### config.mk
export PLATFORM = sky130hd
export DESIGN_NAME = ioctl_rom_loader_flat
export DESIGN_NICKNAME = d
export VERILOG_FILES = /design/src/rtl/ioctl_rom_loader_if.sv /design/src/rtl/ioctl_rom_loader.sv /design/src/flat_wrapper.sv
export SDC_FILE = /design/constraint.sdc
export NUM_CORES = 1
export LEC_CHECK = 0
export ABC_CLOCK_PERIOD_IN_PS = 2900
export CAP_MARGIN = 20
export CORE_AREA = 2 2 77 108
export CTS_BUF_LIST = sky130_fd_sc_hd__clkbuf_8
export CTS_CLUSTER_DIAMETER = 100
export DETAILED_ROUTE_END_ITERATION = 8
export DIE_AREA = 0 0 79 110
export PLACE_DENSITY_LB_ADDON = 0.05
export REMOVE_ABC_BUFFERS = 1
export SYNTH_ARGS = -nofsm -noshare
export SYNTH_HDL_FRONTEND = slang
export SYNTH_SLANG_ARGS = --single-unit
### constraint.sdc
create_clock -name clk_sys -period 2.9 [get_ports clk_sys]
set_input_delay 0.58 -clock clk_sys [delete_from_list [all_inputs] [get_ports clk_sys]]
set_output_delay 0.58 -clock clk_sys [all_outputs]
set_load 0.005 [all_outputs]
### src/rtl/ioctl_rom_loader_if.sv
// ioctl download bus between the sim/HPS side (master) and the ROM loader (slave).
interface ioctl_rom_loader_if;
    logic        ioctl_download;
    logic [7:0]  ioctl_index;
    logic        ioctl_wr;
    logic [24:0] ioctl_addr;
    logic [7:0]  ioctl_dout;
    logic        ioctl_wait;

    modport master (
        output ioctl_download, ioctl_index, ioctl_wr, ioctl_addr, ioctl_dout,
        input  ioctl_wait
    );

    modport slave (
        input  ioctl_download, ioctl_index, ioctl_wr, ioctl_addr, ioctl_dout,
        output ioctl_wait
    );
endinterface

### src/rtl/ioctl_rom_loader.sv
// ROM/pattern-memory loader: takes ioctl download bytes through a one-entry hold
// register, shares a single-port synchronous memory with the core read port
// (writes win), and keeps the core in reset until a load has fully drained.
module ioctl_rom_loader #(
    parameter int unsigned AW           = 17,
    parameter int unsigned DEPTH        = 2**AW,
    parameter logic [7:0]  INDEX        = 8'd0,
    parameter int unsigned RD_LAT       = 1,
    parameter int unsigned RST_HOLD     = 16,
    parameter bit          RUN_AT_RESET = 1'b0
) (
    input  logic                  clk_sys,
    input  logic                  reset_n,
    ioctl_rom_loader_if.slave     ioctl,
    input  logic                  rd_req,
    input  logic [AW-1:0]         rd_addr,
    output logic                  rd_ack,
    output logic [7:0]            rd_data,
    output logic [AW-1:0]         mem_addr,
    output logic [7:0]            mem_din,
    output logic                  mem_we,
    output logic                  mem_re,
    input  logic [7:0]            mem_dout,
    output logic                  core_reset,
    output logic [AW:0]           load_size,
    output logic                  load_err
);

    typedef enum logic [2:0] {
        S_IDLE,
        S_LOADING,
        S_FLUSH,
        S_RELEASE,
        S_RUN
    } state_e;

    localparam state_e RESET_STATE = RUN_AT_RESET ? S_RUN : S_IDLE;
    localparam int     CW          = $clog2(RST_HOLD + 1);

    state_e              state_q, state_d;
    logic [CW-1:0]       hold_cnt_q;
    logic                hold_valid_q;
    logic [AW-1:0]       hold_addr_q;
    logic [7:0]          hold_data_q;
    logic [RD_LAT-1:0]   rd_pipe_q;
    logic [7:0]          rd_data_q;
    logic                core_reset_q, core_reset_d;
    logic [AW:0]         load_size_q;
    logic                load_err_q;
    logic                load_clear;

    logic                dl_match;
    logic                wr_seen;
    logic                addr_ok;
    logic                wr_accept;
    logic                wr_oor;
    logic                rd_busy;
    logic                rd_start;
    logic [AW:0]         wr_size;

    assign dl_match  = ioctl.ioctl_download && (ioctl.ioctl_index == INDEX);
    // A write is only looked at while loading this index and the hold has room.
    assign wr_seen   = ioctl.ioctl_wr && (state_q == S_LOADING)
                       && (ioctl.ioctl_index == INDEX) && !hold_valid_q;
    assign addr_ok   = ({1'b0, ioctl.ioctl_addr} < 26'(DEPTH));
    assign wr_accept = wr_seen && addr_ok;
    assign wr_oor    = wr_seen && !addr_ok;
    assign wr_size   = {1'b0, ioctl.ioctl_addr[AW-1:0]} + (AW+1)'(1);
    // The ack stage counts as in flight so the next read starts the cycle after rd_ack.
    assign rd_busy   = |rd_pipe_q;
    assign rd_start  = (state_q == S_RUN) && rd_req && !rd_busy && !hold_valid_q;

    // State register.
    always_ff @(posedge clk_sys or negedge reset_n) begin
        // NOTE: sequential state uses non-blocking assignment so every flop samples pre-edge values.
        if (!reset_n) begin
            state_q <= RESET_STATE;
        end else begin
            state_q <= state_d;
        end
    end

    // Next-state decode of the load / release / run sequence.
    always_comb begin
        // NOTE: default first so a missing branch holds the state instead of inferring a latch.
        state_d = state_q;
        unique case (state_q)
            S_IDLE, S_RUN: if (dl_match)                    state_d = S_LOADING;
            S_LOADING:     if (!ioctl.ioctl_download)       state_d = S_FLUSH;
            S_FLUSH:       if (!hold_valid_q && !rd_busy)   state_d = S_RELEASE;
            S_RELEASE:     if (hold_cnt_q == CW'(RST_HOLD - 1)) state_d = S_RUN;
            default:                                        state_d = S_IDLE;
        endcase
    end

    // Output decode: memory port mux (hold write beats read), core reset and load-stat clear.
    always_comb begin
        mem_we       = hold_valid_q;
        mem_re       = rd_start;
        mem_addr     = hold_valid_q ? hold_addr_q : rd_addr;
        mem_din      = hold_data_q;
        core_reset_d = (state_d != S_RUN);
        load_clear   = (state_d == S_LOADING) && (state_q != S_LOADING);
    end

    // Release counter runs only while in RELEASE.
    always_ff @(posedge clk_sys or negedge reset_n) begin
        if (!reset_n) begin
            hold_cnt_q <= '0;
        end else if (state_q != S_RELEASE) begin
            hold_cnt_q <= '0;
        end else begin
            hold_cnt_q <= hold_cnt_q + CW'(1);
        end
    end

    // One-entry write hold: filled on accept, always drained on the following cycle.
    always_ff @(posedge clk_sys or negedge reset_n) begin
        // NOTE: the hold payload is reset too; the external memory contents are never cleared.
        if (!reset_n) begin
            hold_valid_q <= 1'b0;
            hold_addr_q  <= '0;
            hold_data_q  <= '0;
        end else begin
            hold_valid_q <= wr_accept;
            if (wr_accept) begin
                hold_addr_q <= ioctl.ioctl_addr[AW-1:0];
                hold_data_q <= ioctl.ioctl_dout;
            end
        end
    end

    // Load statistics: cleared on entry to LOADING, then track size and out-of-range hits.
    always_ff @(posedge clk_sys or negedge reset_n) begin
        if (!reset_n) begin
            load_size_q <= '0;
            load_err_q  <= 1'b0;
        end else if (load_clear) begin
            load_size_q <= '0;
            load_err_q  <= 1'b0;
        end else begin
            if (wr_accept && (wr_size > load_size_q)) begin
                load_size_q <= wr_size;
            end
            if (wr_oor) begin
                load_err_q <= 1'b1;
            end
        end
    end

    // Read latency pipeline and last-read data register.
    always_ff @(posedge clk_sys or negedge reset_n) begin
        if (!reset_n) begin
            rd_pipe_q <= '0;
            rd_data_q <= '0;
        end else begin
            rd_pipe_q <= (rd_pipe_q << 1) | RD_LAT'(rd_start);
            if (rd_ack) begin
                rd_data_q <= mem_dout;
            end
        end
    end

    // Registered core reset, low only while running.
    always_ff @(posedge clk_sys or negedge reset_n) begin
        if (!reset_n) begin
            core_reset_q <= !RUN_AT_RESET;
        end else begin
            core_reset_q <= core_reset_d;
        end
    end

    assign ioctl.ioctl_wait = hold_valid_q;
    assign rd_ack           = rd_pipe_q[RD_LAT-1];
    // Memory data passes straight through in the ack cycle and is held afterwards.
    assign rd_data          = rd_ack ? mem_dout : rd_data_q;
    assign core_reset       = core_reset_q;
    assign load_size        = load_size_q;
    assign load_err         = load_err_q;

endmodule

### src/flat_wrapper.sv
// flat-port wrapper written by rule: the top's interface ports become plain ports
module ioctl_rom_loader_flat 
#(
    parameter int unsigned AW           = 17,
    parameter int unsigned DEPTH        = 2**AW,
    parameter logic [7:0]  INDEX        = 8'd0,
    parameter int unsigned RD_LAT       = 1,
    parameter int unsigned RST_HOLD     = 16,
    parameter bit          RUN_AT_RESET = 1'b0
)
  (clk_sys, reset_n, rd_req, rd_addr, rd_ack, rd_data, mem_addr, mem_din, mem_we, mem_re, mem_dout, core_reset, load_size, load_err, ioctl_ioctl_download, ioctl_ioctl_index, ioctl_ioctl_wr, ioctl_ioctl_addr, ioctl_ioctl_dout, ioctl_ioctl_wait);
  ioctl_rom_loader_if ioctl_i ();
  input  logic clk_sys;
  input  logic reset_n;
  input  logic rd_req;
  input  logic [AW-1:0] rd_addr;
  output logic rd_ack;
  output logic [7:0] rd_data;
  output logic [AW-1:0] mem_addr;
  output logic [7:0] mem_din;
  output logic mem_we;
  output logic mem_re;
  input  logic [7:0] mem_dout;
  output logic core_reset;
  output logic [AW:0] load_size;
  output logic load_err;
  input wire logic [$bits(ioctl_i.ioctl_download)-1:0] ioctl_ioctl_download;
  input wire logic [$bits(ioctl_i.ioctl_index)-1:0] ioctl_ioctl_index;
  input wire logic [$bits(ioctl_i.ioctl_wr)-1:0] ioctl_ioctl_wr;
  input wire logic [$bits(ioctl_i.ioctl_addr)-1:0] ioctl_ioctl_addr;
  input wire logic [$bits(ioctl_i.ioctl_dout)-1:0] ioctl_ioctl_dout;
  output wire logic [$bits(ioctl_i.ioctl_wait)-1:0] ioctl_ioctl_wait;
  assign ioctl_i.ioctl_download = ioctl_ioctl_download;
  assign ioctl_i.ioctl_index = ioctl_ioctl_index;
  assign ioctl_i.ioctl_wr = ioctl_ioctl_wr;
  assign ioctl_i.ioctl_addr = ioctl_ioctl_addr;
  assign ioctl_i.ioctl_dout = ioctl_ioctl_dout;
  assign ioctl_ioctl_wait = ioctl_i.ioctl_wait;
  ioctl_rom_loader #(.AW(AW), .DEPTH(DEPTH), .INDEX(INDEX), .RD_LAT(RD_LAT), .RST_HOLD(RST_HOLD), .RUN_AT_RESET(RUN_AT_RESET)) u_core (.clk_sys(clk_sys), .reset_n(reset_n), .ioctl(ioctl_i), .rd_req(rd_req), .rd_addr(rd_addr), .rd_ack(rd_ack), .rd_data(rd_data), .mem_addr(mem_addr), .mem_din(mem_din), .mem_we(mem_we), .mem_re(mem_re), .mem_dout(mem_dout), .core_reset(core_reset), .load_size(load_size), .load_err(load_err));
endmodule
==> results of run 1 <==
final timing paths:
kind | startpoint | endpoint | slack [ns]
worst max-delay path | ioctl_ioctl_addr[1] | u_core.load_size[17] | -0.09
worst min-delay path | reset_n | u_core.hold_addr_q[4] | 0.31
worst max register to register | u_core.load_size[5] | u_core.load_size[17] | 0.51
worst min register to register | u_core.hold_cnt_q[0] | u_core.hold_cnt_q[0] | 0.47
max in group asynchronous | reset_n | u_core.load_size[10] | 1.83
min in group clk_sys | u_core.hold_cnt_q[0] | u_core.hold_cnt_q[0] | 0.47
routing by layer:
metal | global-route usage | wire length [um] | vias to the layer above | share of wire
li1 | - | - | 1485 | -
met1 | 0.270 | 3760 | 1508 | 0.40
met2 | 0.414 | 5180 | 78 | 0.54
met3 | 0.0570 | 415 | 13 | 0.044
met4 | 0.0924 | 156 | 0 | 0.016
met5 | 0 | 0 | - | 0
what timing repair did:
item | in CTS | in global routing
setup endpoints to repair | 18 | 18
gates cloned | 1 | 0
pin swaps | 24 | 11
setup buffers | 15 | 2
gates resized for setup | 74 | 20
area by class of cell:
type | instances | share of cell area
flip-flops and latches | 63 | 0.274
repair buffers | 194 | 0.314
inverters | 33 | 0.0215
well taps | 100 | 0.0217
multi-input cells | 203 | 0.332
clock buffers | 10 | 0.0239
clock inverters | 5 | 0.0128
registers in the layout, summed over array words and instances, names as in the netlist:
| register | cells |
|---|---|
| u_core.load_size | 18 |
| u_core.hold_addr_q | 17 |
| u_core.mem_din | 8 |
| u_core.rd_data_q | 8 |
| u_core.hold_cnt_q | 5 |
| u_core.state_q | 3 |
| u_core.core_reset | 1 |
| u_core.ioctl.ioctl_wait | 1 |
| u_core.load_err | 1 |
| u_core.rd_ack | 1 |
cells by family (layout without fill, tap and decap cells):
logic type / Yosys count / in the layout / share of synthesized area
AOI/OAI and AO/OA: 39 / 39 / 0.0849
and+or+nand+nor: 75 / 75 / 0.116
buffers and inverters: 45 / 242 / 0.0593
xor gates and xnor gates: 17 / 17 / 0.0430
DFF: 63 / 63 / 0.456
adders and majority gates: 21 / 21 / 0.0759
muxes: 51 / 51 / 0.166
report_power, final:
part / total [mW] / switching, mW / internal (mW)
clock network: 0.838 / 0.341 / 0.497
logic: 0.397 / 0.160 / 0.237
registers: 0.953 / 0.0353 / 0.918
total: 2.19 / 0.536 / 1.65
per-stage QoR:
step	power, mW	utilization	setup TNS [ns]
after floorplan	1.11	-	-4.31
after global placement	1.33	0.669	-14.50
after detailed placement	1.34	0.669	-17.30
after CTS	2.20	0.738	-0.997
after global routing	2.28	0.748	-3.01
final	2.19	0.748	-0.800
cell usage after synthesis, drive strengths merged:
cell type / n
ha: 21
a32oi: 1
o21ai: 5
mux2: 50
o21a: 2
nand3b: 2
xnor2: 9
nand2: 14
a2111oi: 1
a21oi: 9
nand3: 14
nand2b: 2
o2111a: 1
mux2i: 1
dfrtp: 62
buf: 10
nor3: 2
nor2b: 1
and3b: 1
a311oi: 1
nand4: 8
dfstp: 1
a211oi: 1
or2: 1
inv: 33
o2bb2ai: 17
xor2: 8
nor4: 4
nor4b: 1
clkbuf: 2
and2: 3
nor2: 16
and4: 1
o31ai: 1
and3: 5
==> results.sh, run 1 <==
export IMPL_areaGrowthSynthToFinish_pct=66.4
export IMPL_final_layout_size_suffix_gt1_frac=0.358
export IMPL_ir_drop_mv=0.302
export IMPL_max_stage_delay_ns=0.35
export IMPL_yosysWarnings=0
export IMPL_relSlewSlack=0.392
export IMPL_hold_viol_final=0
export IMPL_ys_ff_latch=63
export IMPL_cp_common_cell="buf_6"
export IMPL_endpoint_kind="register"
export IMPL_clkLatencyLatePin_ns=0.35
export IMPL_path_delay_family="compound AO/OA/AOI/OAI gates"
export IMPL_skew_ns=0.00845
export IMPL_fin_crit_sh=1.03
export IMPL_cp_arrival_ns=3.23
export IMPL_yosys_area_top_type="dfrtp_1"
export IMPL_die_area_um2=8690
export IMPL_avgSynthCellArea_um2=11.1
export IMPL_design_area_um2=5760
export IMPL_p_leak_nw=2.56
export IMPL_row_count=38
export IMPL_critPathBufInv=5
export IMPL_grt_overflow=0
export IMPL_fillers=576
export IMPL_dr_pass1_iters=4
export IMPL_start_util=0.449
export IMPL_worst_r2r_cell_count=10
export IMPL_multi_input_area_um2=1910
export IMPL_crit_path_cell_trace="buf_8 > ha_4 > nand2_4 > nor2_4 > buf_6 > and2_4 > nand2_2 > xor2_1 > inv_1 > ha_1 > nand4_1 > a2111oi_2 > nor3_1 > o2111a_2 > o21a_4 > buf_6 > buf_12 > o2bb2ai_2"
export IMPL_path_clk_slew_ns=0.07
export IMPL_track_usage=0.233
export IMPL_fin_nets=596
export IMPL_setup_worst_path_start_class="primary input"
export IMPL_failed_checks="setup timing"
export IMPL_period_needed_ns=2.99
export IMPL_grt_max_degree=36
export IMPL_worstMarginPinSlew_ns=0.912
export IMPL_syn_cell_area_um2=3460
export IMPL_drt_wirelength_per_cell_um=15.6
export IMPL_h_tree_depth=3
export IMPL_drt_iter0_drc=93
export IMPL_yosysSeqAreaShare=0.456
export IMPL_ant_nets=0
export IMPL_drc=0
export IMPL_die_h_um=110
export IMPL_rsz0062_at_grt="true"
export IMPL_synth_area_leaders="dfrtp_1, mux2_2, ha_1, o2bb2ai_1, inv_1"
export IMPL_setup_slack_ns=-0.0940
export IMPL_port_buffers=127
export IMPL_crit_fanout=8
export IMPL_max_freq_ghz=0.334
export IMPL_hold_class="primary input to async pin"
export IMPL_vias_per_cell=5.07
export IMPL_synth_top_area_share=0.448
export IMPL_io_pins=128
export IMPL_cts_tree="yes"
export IMPL_crit_required_ns=3.13
export IMPL_routed_wirelength_um=9520
export IMPL_worstSetupPathType="primary input to register"
export IMPL_syn_inst=311
export IMPL_dp_cells=575
export IMPL_final_common_cell="clkdlybuf4s50_1"
export IMPL_die_w_um=79
export IMPL_maxSlewViolCount=0
export IMPL_clock_sinks=63
export IMPL_grt_pass1_vias=3154
export IMPL_dp_worst_setup_slack_ns=-0.975
export IMPL_power_density_nw_per_um2=380
export IMPL_ys_types=40
export IMPL_globalplace_congestion=0.978
export IMPL_cts_buffers=9
export IMPL_seqCellArea_um2=1580
export IMPL_outcome="finished with violations"
export IMPL_vias=3084
export IMPL_final_cell_mix="clkdlybuf4s50_1, buf_4, dfrtp_1, mux2_2, inv_1"
export IMPL_cts_hold_buffers=0
export IMPL_coreArea_um2=7700
export IMPL_cp_depth=18
export IMPL_dpl_instance_area_um2=5150
export IMPL_grt_pass1_wl_um=15400
export IMPL_antenna_found_initial=0
export IMPL_timing_hold_ws_ns=0.313
export IMPL_max_cap_violations=0
export IMPL_fin_cells=608
export IMPL_dpl_hpwl_um=7170
export IMPL_setup_viol=9
export IMPL_crit_slowest_cell="a2111oi_2"
export IMPL_diodes=0
export IMPL_cts_root_buffer="clkbuf_8"
export IMPL_cts_path_max_buffers=2
No activity file was read; power rests on OpenSTA's default activity.
==> run 2: changes to the inputs <==
--- a/config.mk
+++ b/config.mk
@@ -14,6 +14,7 @@
 export DIE_AREA = 0 0 79 110
 export PLACE_DENSITY_LB_ADDON = 0.05
 export REMOVE_ABC_BUFFERS = 1
+export SKIP_LAST_GASP = 1
 export SYNTH_ARGS = -nofsm -noshare
 export SYNTH_HDL_FRONTEND = slang
 export SYNTH_SLANG_ARGS = --single-unit
==> results.sh, run 2 (synthesis gave the netlist of run 1 again) <==
export IMPL_maxSlewViolCount=0
export IMPL_failed_checks="setup timing"
export IMPL_row_count=38
export IMPL_die_w_um=79
export IMPL_hold_viol_final=0
export IMPL_die_h_um=110
export IMPL_rsz0062_at_grt="true"
export IMPL_diodes=0
export IMPL_port_buffers=127
export IMPL_relSlewSlack=0.393
export IMPL_total_power_mw=2.19
export IMPL_period_needed_ns=3.00
export IMPL_drt_wirelength_per_cell_um=15.7
export IMPL_p_leak_nw=2.56
export IMPL_worstMarginPinSlew_ns=0.910
export IMPL_reg2reg_setup_slack_ns=0.51
export IMPL_grt_pass1_wl_um=15400
export IMPL_path_clk_slew_ns=0.07
export IMPL_grt_overflow=0
export IMPL_max_freq_ghz=0.333
export IMPL_max_stage_delay_ns=0.29
export IMPL_areaGrowthSynthToFinish_pct=65.9
export IMPL_clock_sinks=63
export IMPL_track_usage=0.233
export IMPL_dpl_hpwl_um=7170
export IMPL_vias_per_cell=5.09
export IMPL_coreArea_um2=7700
export IMPL_io_pins=128
export IMPL_clkLatencyLatePin_ns=0.35
export IMPL_cp_arrival_ns=3.24
export IMPL_fillers=582
export IMPL_crit_required_ns=3.14
export IMPL_setup_viol=9
export IMPL_cp_common_cell="buf_4"
export IMPL_die_area_um2=8690
export IMPL_cts_root_buffer="clkbuf_8"
export IMPL_skew_ns=0.00842
export IMPL_r2r_end="u_core.load_size[7]"
export IMPL_power_density_nw_per_um2=381
export IMPL_critPathBufInv=7
export IMPL_crit_fanout=8
export IMPL_endpoint_kind="register"
export IMPL_outcome="finished with violations"
export IMPL_max_cap_violations=0
export IMPL_worst_r2r_cell_count=10
export IMPL_ant_nets=0
export IMPL_drt_iter0_drc=95
export IMPL_worstSetupPathType="primary input to register"
export IMPL_cts_path_max_buffers=2
export IMPL_antenna_found_initial=0
export IMPL_drc=0
export IMPL_routed_wirelength_um=9520
export IMPL_crit_path_cell_trace="dlygate4sd2_1 > and3_4 > buf_4 > buf_4 > buf_4 > nand2_1 > xor2_2 > inv_1 > ha_4 > nand4_1 > nor2_2 > nand3b_1 > o2111a_2 > o21a_4 > buf_6 > buf_12 > o2bb2ai_1"
export IMPL_final_common_cell="clkdlybuf4s50_1"
export IMPL_cts_buffers=9
export IMPL_setup_worst_path_start_class="primary input"
export IMPL_crit_slowest_cell="dlygate4sd2_1"
export IMPL_fin_nets=596
export IMPL_hold_class="primary input to async pin"
export IMPL_path_delay_family="buffers and inverters"
export IMPL_cts_hold_buffers=0
export IMPL_start_util=0.449
export IMPL_vias=3097
export IMPL_largest_register_ffs=18
export IMPL_grt_pass1_vias=3154
export IMPL_cts_tree="yes"
export IMPL_globalplace_congestion=0.978
export IMPL_grt_max_degree=36
export IMPL_fin_crit_sh=1.04
export IMPL_dr_pass1_iters=4
export IMPL_ir_drop_mv=0.302
export IMPL_timing_rr_start="u_core.load_size[5]"
export IMPL_final_layout_size_suffix_gt1_frac=0.352
export IMPL_final_util=0.746
export IMPL_h_tree_depth=3
export IMPL_final_cell_mix="clkdlybuf4s50_1, buf_4, dfrtp_1, mux2_2, inv_1"
export IMPL_setup_slack_ns=-0.103
[run 2: changes by cell type in the layout (fill, tap and decap cells not counted), sizes merged]
| cell | previous run | this run |
|---|---|---|
| clkdlybuf4s15 | 5 | 0 |
| dlygate4sd2 | 2 | 7 |
[run 2: worst max-delay path by stage]
stage                        start                   end  slack (ns)  depth (start not counted)
6_report       ioctl_ioctl_addr[6]   u_core.load_size[7]       -0.10                         17
5_1_grt        ioctl_ioctl_addr[8]   u_core.load_size[7]       -0.26                         16
4_1_cts        ioctl_ioctl_addr[1]   u_core.load_size[9]       -0.12                         18
3_5_place_dp   ioctl_ioctl_addr[0]  u_core.load_size[17]       -0.98                         17
3_3_place_gp   ioctl_ioctl_addr[0]  u_core.load_size[17]       -0.81                         16
2_1_floorplan  ioctl_ioctl_addr[0]  u_core.load_size[10]       -0.24                         14
[run 2: per-stage QoR]
stage               worst slack [ns]  cells  setup TNS [ns]  hold slack (ns)  instance area [um^2]
detailed placement            -0.975    575          -17.30            0.458                  5150
global route                  -0.256    608           -3.34            0.372                  5740
global placement              -0.812    575          -14.50            0.457                  5150
floorplan                     -0.245    299           -4.31            0.284                  3380
CTS                           -0.116    606          -0.997            0.331                  5680
finish                        -0.103    608          -0.882            0.314                  5740
[run 2: power by group]
group	internal (mW)	switching, mW	leakage (nW)
combinational	0.236	0.160	1.59
clock	0.497	0.345	0.113
sequential	0.918	0.0352	0.862
total	1.65	0.540	2.56
[run 2: final cells by class]
class	count	area, um^2	share of cell area
inverter	33	124	0.0216
multi-input combinational	203	1900	0.331
clock buffer	10	138	0.0240
timing repair buffer	194	1800	0.314
sequential	63	1580	0.275
clock inverter	5	73.8	0.0129
tap	100	125	0.0218
[run 2: per-layer routing]
layer,global-route usage,vias to the layer above,share of wire
met5,0,-,0
met3,0.0570,12,0.044
met2,0.414,78,0.55
li1,-,1486,-
met1,0.270,1521,0.39
met4,0.0924,0,0.016
[run 2: timing repair]
action	CTS	global route
pin swaps	24	10
cloned	1	0
hold endpoints to repair	0	0
endpoints found under the setup margin	18	18
gates resized for setup	74	12
buffers inserted	15	2
